### config.mk
export PLATFORM = sky130hd
export DESIGN_NAME = ws2812_chain_tx
export DESIGN_NICKNAME = d
export VERILOG_FILES = /design/src/rtl/ws2812_pkg.sv /design/src/rtl/ws2812_bit_encoder.sv /design/src/rtl/ws2812_chain_tx.sv
export SDC_FILE = /design/constraint.sdc
export NUM_CORES = 1
export LEC_CHECK = 0
export CAP_MARGIN = 20
export CORE_MARGIN = 8
export CORE_UTILIZATION = 65
export DETAILED_ROUTE_END_ITERATION = 12
export PLACE_DENSITY_LB_ADDON = 0.05
export SLEW_MARGIN = 20
export SYNTH_ARGS = -nofsm -noshare
export SYNTH_HDL_FRONTEND = slang
export SYNTH_HIERARCHICAL = 1
export SYNTH_SLANG_ARGS = --single-unit
### constraint.sdc
create_clock -name clk -period 3.39 [get_ports clk]
set_input_delay 0.5085 -clock clk [delete_from_list [all_inputs] [get_ports clk]]
set_output_delay 0.5085 -clock clk [all_outputs]
set_load 0.02 [all_outputs]
### src/rtl/ws2812_pkg.sv
// Shared definitions for the WS2812 chain transmitter: pixel layout,
// state encodings and the time-to-cycle conversions used at elaboration.
package ws2812_pkg;

    // Pixel word layout: green is sent first, blue last.
    localparam int WORD_W   = 24;
    localparam int WORD_MSB = 23;
    localparam int G_MSB    = 23;
    localparam int G_LSB    = 16;
    localparam int R_MSB    = 15;
    localparam int R_LSB    = 8;
    localparam int B_MSB    = 7;
    localparam int B_LSB    = 0;
    localparam int BIT_W    = 5;

    // Frame-level sequencing owned by the top.
    typedef enum logic [1:0] {
        FS_LATCH = 2'd0,
        FS_LOAD  = 2'd1,
        FS_SHIFT = 2'd2
    } frame_state_e;

    // Bit-level sequencing owned by the encoder.
    typedef enum logic [1:0] {
        BS_IDLE = 2'd0,
        BS_HIGH = 2'd1,
        BS_LOW  = 2'd2
    } bit_state_e;

    // Nanoseconds to whole clock cycles, truncating.
    function automatic int ns_to_cycles(input int ns, input int clk_mhz);
        return (ns * clk_mhz) / 1000;
    endfunction

    // Microseconds to whole clock cycles.
    function automatic int us_to_cycles(input int us, input int clk_mhz);
        return us * clk_mhz;
    endfunction

    // Counter width able to hold 0..n-1, never narrower than one bit.
    function automatic int width_for(input int n);
        return (n > 1) ? $clog2(n) : 1;
    endfunction

endpackage

### src/rtl/ws2812_bit_encoder.sv
// Shifts one 24-bit word out MSB first as WS2812 pulses. A start strobe
// loads the word; o_word_done marks the final cycle of the last bit.
module ws2812_bit_encoder
    import ws2812_pkg::*;
#(
    parameter int C_T0H  = 9,
    parameter int C_T1H  = 18,
    parameter int C_TBIT = 33
) (
    input  logic              clk,
    input  logic              rst_n,
    input  logic              i_start,
    input  logic [WORD_W-1:0] i_word,
    output logic              o_data,
    output logic              o_word_done
);

    localparam int TCNT_W = width_for(C_TBIT);

    bit_state_e        r_state;
    bit_state_e        w_state_nxt;
    logic [TCNT_W-1:0] r_tcnt;
    logic [WORD_W-1:0] r_shift;
    logic [BIT_W-1:0]  r_bit;
    logic              r_data;
    logic              w_high_end;
    logic              w_bit_end;
    logic              w_last_bit;

    // Next-state decode for the high/low phases of each bit.
    always_comb begin
        w_state_nxt = r_state;
        o_word_done = 1'b0;
        if (r_shift[WORD_MSB]) begin
            w_high_end = (r_tcnt == TCNT_W'(C_T1H - 1));
        end else begin
            w_high_end = (r_tcnt == TCNT_W'(C_T0H - 1));
        end
        w_bit_end  = (r_tcnt == TCNT_W'(C_TBIT - 1));
        w_last_bit = (r_bit == 5'd0);
        case (r_state)
            BS_IDLE: begin
                if (i_start) begin
                    w_state_nxt = BS_HIGH;
                end else begin
                    w_state_nxt = BS_IDLE;
                end
            end
            BS_HIGH: begin
                if (w_high_end) begin
                    w_state_nxt = BS_LOW;
                end else begin
                    w_state_nxt = BS_HIGH;
                end
            end
            BS_LOW: begin
                if (w_bit_end) begin
                    if (w_last_bit) begin
                        o_word_done = 1'b1;
                        w_state_nxt = BS_IDLE;
                    end else begin
                        w_state_nxt = BS_HIGH;
                    end
                end else begin
                    w_state_nxt = BS_LOW;
                end
            end
            default: begin
                w_state_nxt = BS_IDLE;
            end
        endcase
    end

    // Phase register; the line is registered from the next phase so it is glitch-free.
    always_ff @(posedge clk or negedge rst_n) begin
        if (!rst_n) begin
            r_state <= BS_IDLE;
            r_data  <= 1'b0;
        end else begin
            r_state <= w_state_nxt;
            r_data  <= (w_state_nxt == BS_HIGH);
        end
    end

    // Bit timer counts from HIGH entry to the end of the bit period.
    always_ff @(posedge clk or negedge rst_n) begin
        if (!rst_n) begin
            r_tcnt <= '0;
        end else if ((r_state == BS_IDLE) || ((r_state == BS_LOW) && w_bit_end)) begin
            r_tcnt <= '0;
        end else begin
            r_tcnt <= r_tcnt + TCNT_W'(1);
        end
    end

    // Word shifter and remaining-bit counter.
    always_ff @(posedge clk or negedge rst_n) begin
        if (!rst_n) begin
            r_shift <= 24'd0;
            r_bit   <= 5'd0;
        end else if (i_start && (r_state == BS_IDLE)) begin
            r_shift <= i_word;
            r_bit   <= 5'd23;
        end else if ((r_state == BS_LOW) && w_bit_end && !w_last_bit) begin
            r_shift <= {r_shift[WORD_MSB-1:0], 1'b0};
            r_bit   <= r_bit - 5'd1;
        end else begin
            r_shift <= r_shift;
            r_bit   <= r_bit;
        end
    end

    assign o_data = r_data;

endmodule

### src/rtl/ws2812_chain_tx.sv
// WS2812 chain transmitter: holds the GRB frame buffer and refreshes the
// whole chain continuously, with a latch gap after every frame.
module ws2812_chain_tx
    import ws2812_pkg::*;
#(
    parameter int CLK_MHZ   = 27,
    parameter int NUM_LEDS  = 8,
    parameter int T0H_NS    = 350,
    parameter int T1H_NS    = 700,
    parameter int TBIT_NS   = 1250,
    parameter int TLATCH_US = 60
) (
    input  logic        clk,
    input  logic        rst_n,
    input  logic [23:0] rgb_data,
    input  logic [7:0]  led_num,
    input  logic        write,
    output logic        data,
    output logic        frame_done,
    output logic        busy
);

    localparam int C_T0H    = ns_to_cycles(T0H_NS, CLK_MHZ);
    localparam int C_T1H    = ns_to_cycles(T1H_NS, CLK_MHZ);
    localparam int C_TBIT   = ns_to_cycles(TBIT_NS, CLK_MHZ);
    localparam int C_LATCH  = us_to_cycles(TLATCH_US, CLK_MHZ);
    localparam int LCNT_W   = width_for(C_LATCH);
    localparam int LED_W    = $clog2(NUM_LEDS) + 1;

    // Reject timing sets the encoder cannot represent.
    generate
        if (!((C_T0H > 0) && (C_T0H < C_T1H) && (C_T1H < C_TBIT))) begin : g_bad_timing
            $error("ws2812_chain_tx: need 0 < T0H < T1H < TBIT in cycles");
        end
        if ((NUM_LEDS < 1) || (NUM_LEDS > 256)) begin : g_bad_leds
            $error("ws2812_chain_tx: NUM_LEDS must be 1..256");
        end
        if (C_LATCH < 1) begin : g_bad_latch
            $error("ws2812_chain_tx: latch gap must be at least one cycle");
        end
    endgenerate

    frame_state_e      r_state;
    frame_state_e      w_state_nxt;
    logic [LCNT_W-1:0] r_lcnt;
    logic [LED_W-1:0]  r_led;
    logic [23:0]       r_buf [NUM_LEDS];
    logic [23:0]       w_load_word;
    logic              w_start;
    logic              w_word_done;
    logic              w_frame_end;
    logic              w_lcnt_end;
    logic              w_last_led;
    logic              w_data;
    logic              r_frame_done;
    logic              r_busy;

    // Frame buffer: in-range writes land on the edge, out-of-range indices are dropped.
    always_ff @(posedge clk or negedge rst_n) begin
        if (!rst_n) begin
            for (int i = 0; i < NUM_LEDS; i++) begin
                r_buf[i] <= 24'd0;
            end
        end else begin
            for (int i = 0; i < NUM_LEDS; i++) begin
                if (write && (led_num == 8'(i))) begin
                    r_buf[i] <= rgb_data;
                end else begin
                    r_buf[i] <= r_buf[i];
                end
            end
        end
    end

    // Select the word for the current LED (sees the pre-write value on a collision).
    always_comb begin
        w_load_word = 24'd0;
        for (int i = 0; i < NUM_LEDS; i++) begin
            if (r_led == LED_W'(i)) begin
                w_load_word = r_buf[i];
            end else begin
                w_load_word = w_load_word;
            end
        end
    end

    // Frame sequencing: latch gap, per-LED load, then hand the word to the encoder.
    always_comb begin
        w_state_nxt = r_state;
        w_start     = 1'b0;
        w_frame_end = 1'b0;
        w_lcnt_end  = (r_lcnt == LCNT_W'(C_LATCH - 1));
        w_last_led  = (r_led == LED_W'(NUM_LEDS - 1));
        case (r_state)
            FS_LATCH: begin
                if (w_lcnt_end) begin
                    w_state_nxt = FS_LOAD;
                end else begin
                    w_state_nxt = FS_LATCH;
                end
            end
            FS_LOAD: begin
                w_start     = 1'b1;
                w_state_nxt = FS_SHIFT;
            end
            FS_SHIFT: begin
                if (w_word_done) begin
                    if (w_last_led) begin
                        w_frame_end = 1'b1;
                        w_state_nxt = FS_LATCH;
                    end else begin
                        w_state_nxt = FS_LOAD;
                    end
                end else begin
                    w_state_nxt = FS_SHIFT;
                end
            end
            default: begin
                w_state_nxt = FS_LATCH;
            end
        endcase
    end

    // State register plus registered status outputs.
    always_ff @(posedge clk or negedge rst_n) begin
        if (!rst_n) begin
            r_state      <= FS_LATCH;
            r_busy       <= 1'b0;
            r_frame_done <= 1'b0;
        end else begin
            r_state      <= w_state_nxt;
            r_busy       <= (w_state_nxt != FS_LATCH);
            r_frame_done <= w_frame_end;
        end
    end

    // Latch-gap counter runs only while in the gap.
    always_ff @(posedge clk or negedge rst_n) begin
        if (!rst_n) begin
            r_lcnt <= '0;
        end else if ((r_state == FS_LATCH) && !w_lcnt_end) begin
            r_lcnt <= r_lcnt + LCNT_W'(1);
        end else begin
            r_lcnt <= '0;
        end
    end

    // LED index: parked at 0 during the gap, advanced after each non-final word.
    always_ff @(posedge clk or negedge rst_n) begin
        if (!rst_n) begin
            r_led <= '0;
        end else if (r_state == FS_LATCH) begin
            r_led <= '0;
        end else if ((r_state == FS_SHIFT) && w_word_done && !w_last_led) begin
            r_led <= r_led + LED_W'(1);
        end else begin
            r_led <= r_led;
        end
    end

    ws2812_bit_encoder #(
        .C_T0H  (C_T0H),
        .C_T1H  (C_T1H),
        .C_TBIT (C_TBIT)
    ) u_encoder (
        .clk         (clk),
        .rst_n       (rst_n),
        .i_start     (w_start),
        .i_word      (w_load_word),
        .o_data      (w_data),
        .o_word_done (w_word_done)
    );

    assign data       = w_data;
    assign frame_done = r_frame_done;
    assign busy       = r_busy;

endmodule

## After elaboration in Yosys (flattened, before gate mapping)

Index checks and enable logic that the tools add are counted.

- Register bits after elaboration: 249
- Bits of input ports: 35
- Word-level logic and storage cells: 104

- Add/subtract/negate cells: 4
- Equality and inequality tests: 23
- Mux-type cells: 33
- Reductions and logical operators: 26

Operator list:

| cell | count |
|---|---|
| 24-bit 2-to-1 mux | 10 |
| 8-bit by 3-bit == test with 1-bit output, second input constant | 4 |
| 4-bit by 3-bit == test with 1-bit output, second input constant | 4 |
| 8-bit by 2-bit == test with 1-bit output, second input constant | 2 |
| 1-bit logical AND | 14 |
| 1-bit 2-to-1 mux | 12 |
| 2-bit case mux with 3 select lines | 2 |
| 11-bit by 1-bit adder with 11-bit output, second input constant | 1 |
| 11-bit == test, second input constant | 1 |
| 11-bit 2-to-1 mux | 1 |
| 5-bit 2-to-1 mux | 2 |
| 4-bit by 2-bit == test with 1-bit output, second input constant | 2 |
| 8-bit by 1-bit == test with 1-bit output, second input constant | 1 |
| 8-bit logical NOT | 1 |
| 4-bit 2-to-1 mux | 2 |
| 6-bit by 1-bit adder with 6-bit output, second input constant | 1 |
| 2-bit by 1-bit == test with 1-bit output, second input constant | 3 |
| 6-bit by 4-bit == test with 1-bit output, second input constant | 1 |
| 6-bit by 5-bit == test with 1-bit output, second input constant | 1 |
| 6-bit == test, second input constant | 1 |
| 2-bit 2-to-1 mux | 3 |
| 6-bit 2-to-1 mux | 1 |
| 2-bit nonzero test | 3 |
| 5-bit logical NOT | 1 |
| other kinds (8) | 12 |

## Longest topological paths before layout

- Depth after elaboration: 10
- Mapped depth: 11

## Hierarchy

The synthesis kept the hierarchy.

By module, submodules not included:

| module | instances | cells each | area each (um^2) |
|---|---|---|---|
| ws2812_chain_tx | 1 | 802 | 9935.8 |
| ws2812_bit_encoder | 1 | 199 | 1806.7 |

## Worst setup path after synthesis

OpenSTA, ideal clock, no wires.

- Kind: register -> register
- From: register r_led[0]
- To: register u_encoder.r_shift[14]
- Arrival: 1.957 ns
- Slack: 1.292 ns
- Stages on the path, launching flop included: 12
- Path through: dfrtp_1 -> inv_1 -> ha_1 -> clkbuf_1 -> nor2b_1 -> buf_2 -> clkbuf_1 -> a221o_1 -> a221oi_1 -> o21ai_0 -> nand2_1 -> a31oi_1

- Cells in the longest elaborated chain, start to end: 10

RTL lines:

| what | RTL line | source |
|---|---|---|
| from (decl) | ws2812_chain_tx.sv:46 | `logic [LED_W-1:0] r_led;` |
| from (signal assigned) | ws2812_chain_tx.sv:155 | `r_led <= r_led + LED_W'(1);` |
| from (signal assigned) | ws2812_chain_tx.sv:157 | `r_led <= r_led;` |
| 4-bit logical NOT | ws2812_chain_tx.sv:79 | `if (r_led == LED_W'(i)) begin` |
| 24-bit 2-to-1 mux (7 in a row) | ws2812_chain_tx.sv:79 |  |
| 24-bit 2-to-1 mux (*) | ws2812_chain_tx.sv:79 |  |
| via w_load_word[14] | ws2812_chain_tx.sv:48 | `logic [23:0] w_load_word;` |
| 24-bit 2-to-1 mux (*) | ws2812_bit_encoder.sv:101 | `end else if (i_start && (r_state == BS_IDLE)) begin` |
| to (signal assigned) | ws2812_bit_encoder.sv:102 | `r_shift <= i_word;` |
| to (signal assigned) | ws2812_bit_encoder.sv:105 | `r_shift <= {r_shift[WORD_MSB-1:0], 1'b0};` |
| to (signal assigned) | ws2812_bit_encoder.sv:108 | `r_shift <= r_shift;` |
| to (decl) | ws2812_bit_encoder.sv:23 | `logic [WORD_W-1:0] r_shift;` |

Mark *: on every way through the listed nets, which the timed path passes. The rest lies on a longest branch.
A chain may end at the register's enable or synchronous reset.

## Worst setup path in the final report

- From: register r_led[1]
- To: register u_encoder.r_shift[16]

The elaborated chain is that of the path after synthesis.

==> results_dict.tcl <==
set metrics [dict create \
    status "finished clean" \
    cp-start-kind "flop" \
    clock_path_buffers 3 \
    cts_made_buffers 26 \
    antenna_cells 0 \
    p_leak_nw 6.23 \
    postCtsHoldBufs 0 \
    timing.hold.ws_ns 0.00678 \
    final_nets 1065 \
    area_growth_pct 12.3 \
    cts-root-buf "clkbuf_16" \
    yosysWarnings 6 \
    slew_headroom_pct 47.1 \
    slew_violations 0 \
    drt-wirelength-per-cell_um 22.3 \
    drive_gt1_share_pct 27.4 \
    critPathMaxFanout 25 \
    grt_pass1_wl_um 45900 \
    place_inst 1222 \
    rows 49 \
    min_path_type "in2async" \
    syn-num-nets 1044 \
    initial_utilization_pct 65.8 \
    synth_area_per_cell_sq_um 11.7 \
    core_sq_um 17800 \
    ir_drop_v 0.000409 \
    cp_cell_sequence "inv_1 > ha_1 > nor2b_2 > buf_4 > a221o_1 > a221oi_1 > o21ai_0 > nand2_1 > nand3_1" \
    pre_cts_ws_ns 0.543 \
    clock_latency_ns 0.53 \
    dieArea_sq_um 22600 \
    grt_max_degree 105 \
    yosysSeqAreaShare_pct 53.1 \
    first_pass_iters 5 \
    drv_cap 0 \
    cts_resized 0 \
    worstPathArrival_ns 2.93 \
    fin_ws_ns 0.863 \
    wirelength_um 28400 \
    place.gp.congestion 0.835 \
    power.density_nw_per_um2 489 \
    cp_slowest_cell "ha_1" \
    finClkSkew_ns 0.0127 \
    clock-sinks 249 \
    yosysUniqueCellTypes 63 \
    htreeDepth 1 \
    dpl.hpwl_um 17400 \
    final_common_cell "dfrtp_1" \
    required_ns 3.80 \
    setup_violations 0 \
    synth-seq-cells 249 \
    io_buffer_count 37 \
    reg2reg_depth 9 \
    globalRouteOverflowTotal 0 \
    layout_common_cells "dfrtp_1, mux2_2, nand2_1, a21oi_1, nand3_1" \
    grt_pass1_vias 8570 \
    final_cells 1270 \
    r2r_setup_slack_ns 0.86 \
    fmax_mhz 396 \
    pin_count 38 \
    fillerInstances 1155 \
    cts_tree "built" \
    postPlaceCellArea_sq_um 12200 \
    syn_inst 1001 \
    synth_edf_count 0 \
    viasPerCell 6.55 \
    worstSetupPathType "reg2reg" \
    die_w_um 150 \
    fin_crit_sh_pct 74.5 \
    synth_area_sq_um 11700 \
    fin_crit_ns 2.53 \
    vias 8315 \
    drt_iter0_drc 730 \
    cts_setup_buffers 0 \
    rsz0062_at_grt "no" \
    timing.rr.start "r_led[1]$_DFFE_PN0P_" \
    max_stage_delay_ns 0.56 \
    die_y_um 150 \
    drc 0 \
    tightest_slew_ns 0.793 \
    hold_violations 0 \
    ys.flop_type "dfrtp_1" \
    r2r-end "u_encoder/r_shift[16]$_DFFE_PN0P_" \
    stdcell_area_sq_um 13200 \
    clk_pin_slew_ns 0.06 \
    ant_nets 0 \
    tns_ns 0 \
    end_kind "flop" \
    gr-usage-all-layers_pct 25.7 \
    antenna_found_initial 0 \
    synthArstFlopShare_pct 100 \
]
-- through the flow --
stage | total power, mW | util [%]
finish | 6.45 | 73.9
global route | 6.67 | 73.9
CTS | 6.51 | 73.8
detailed placement | 3.50 | 68.6
global placement | 3.47 | 68.6
floorplan | 3.32 | -
-- worst max-delay path, delay by kind of cell, from the launching register on --
family | cells | cell delay (ns)
DFF | 1 | 0.43
and+or+nand+nor | 3 | 0.22
AOI/OAI and AO/OA | 3 | 0.80
adders and majority gates | 1 | 0.56
buffers and inverters | 2 | 0.39
-- kinds of logic (layout without fill, tap and decap cells) --
family,Yosys count,in the layout,synth area share (%)
AO/OA/AOI/OAI,206,206,11.8
XOR/XNOR,13,13,0.970
adder cells (fa/ha/maj),8,8,0.852
buffers and inverters,109,149,4.73
flip-flops,249,249,53.1
multiplexers,193,193,18.6
AND/OR/NAND/NOR,223,223,9.96
-- power breakdown --
part | switching [mW] | leakage, nW | internal (mW)
Combinational | 0.152 | 2.34 | 0.154
Sequential | 0.0590 | 3.43 | 3.08
Clock | 1.14 | 0.459 | 1.87
-- area by class of cell --
cell class                      count  area (sq um)  share of cell area [%]
Clock buffer                       39           811                    6.15
Clock inverter                      8           118                   0.892
Inverter                           34           128                   0.968
Multi-Input combinational cell    643          4980                    37.7
Sequential cell                   249          6230                    47.2
Tap cell                          229           287                    2.17
Timing Repair Buffer               68           641                    4.86
-- flip-flops by register name (all words and copies together) (netlist names) --
signal	flops
r_buf	192
u_encoder/r_shift	24
r_lcnt	11
u_encoder/r_tcnt	6
u_encoder/r_bit	5
r_led	4
r_state	2
u_encoder/r_state	2
busy	1
frame_done	1
u_encoder/o_data	1
-- synth_stat cells, types with 6 or more instances --
| cell | n | share of area, % |
|---|---|---|
| a21oi_1 | 61 | 2.6 |
| a221o_1 | 23 | 2.0 |
| a221oi_1 | 24 | 1.8 |
| a31oi_1 | 6 | 0.32 |
| buf_2 | 10 | 0.43 |
| buf_6 | 14 | 1.3 |
| clkbuf_1 | 42 | 1.3 |
| dfrtp_1 | 249 | 53 |
| ha_1 | 8 | 0.85 |
| inv_1 | 33 | 1.1 |
| mux2_2 | 187 | 18 |
| nand2_1 | 87 | 2.8 |
| nand3_1 | 54 | 2.3 |
| nor2_1 | 29 | 0.93 |
| nor3_1 | 7 | 0.30 |
| o211ai_1 | 6 | 0.38 |
| o21a_1 | 22 | 1.4 |
| o21ai_0 | 24 | 1.0 |
| o22ai_1 | 23 | 1.2 |
| xor2_1 | 8 | 0.60 |
-- per-layer routing --
layer  routed length (um)  GRT usage (%)
met5                    0              0
met4                  832           9.75
met3                 1610           4.03
met2                13900           43.0
met1                12000           33.3
-- worst max path at each step --
stage / startpoint / to / slack (ns) / cells past startpoint
finish: r_led[1]$_DFFE_PN0P_ / u_encoder/r_shift[16]$_DFFE_PN0P_ / 0.86 / 9
global route: r_led[1]$_DFFE_PN0P_ / u_encoder/r_shift[21]$_DFFE_PN0P_ / 0.69 / 8
CTS: r_led[1]$_DFFE_PN0P_ / u_encoder/r_shift[23]$_DFFE_PN0P_ / 0.90 / 8
detailed placement: led_num[3] / r_buf[153]$_DFFE_PN0P_ / 0.54 / 5
global placement: led_num[3] / r_buf[157]$_DFFE_PN0P_ / 0.62 / 5
floorplan: r_led[0]$_DFFE_PN0P_ / u_encoder/r_shift[14]$_DFFE_PN0P_ / 1.29 / 11
(Power assumes the default switching activity.)
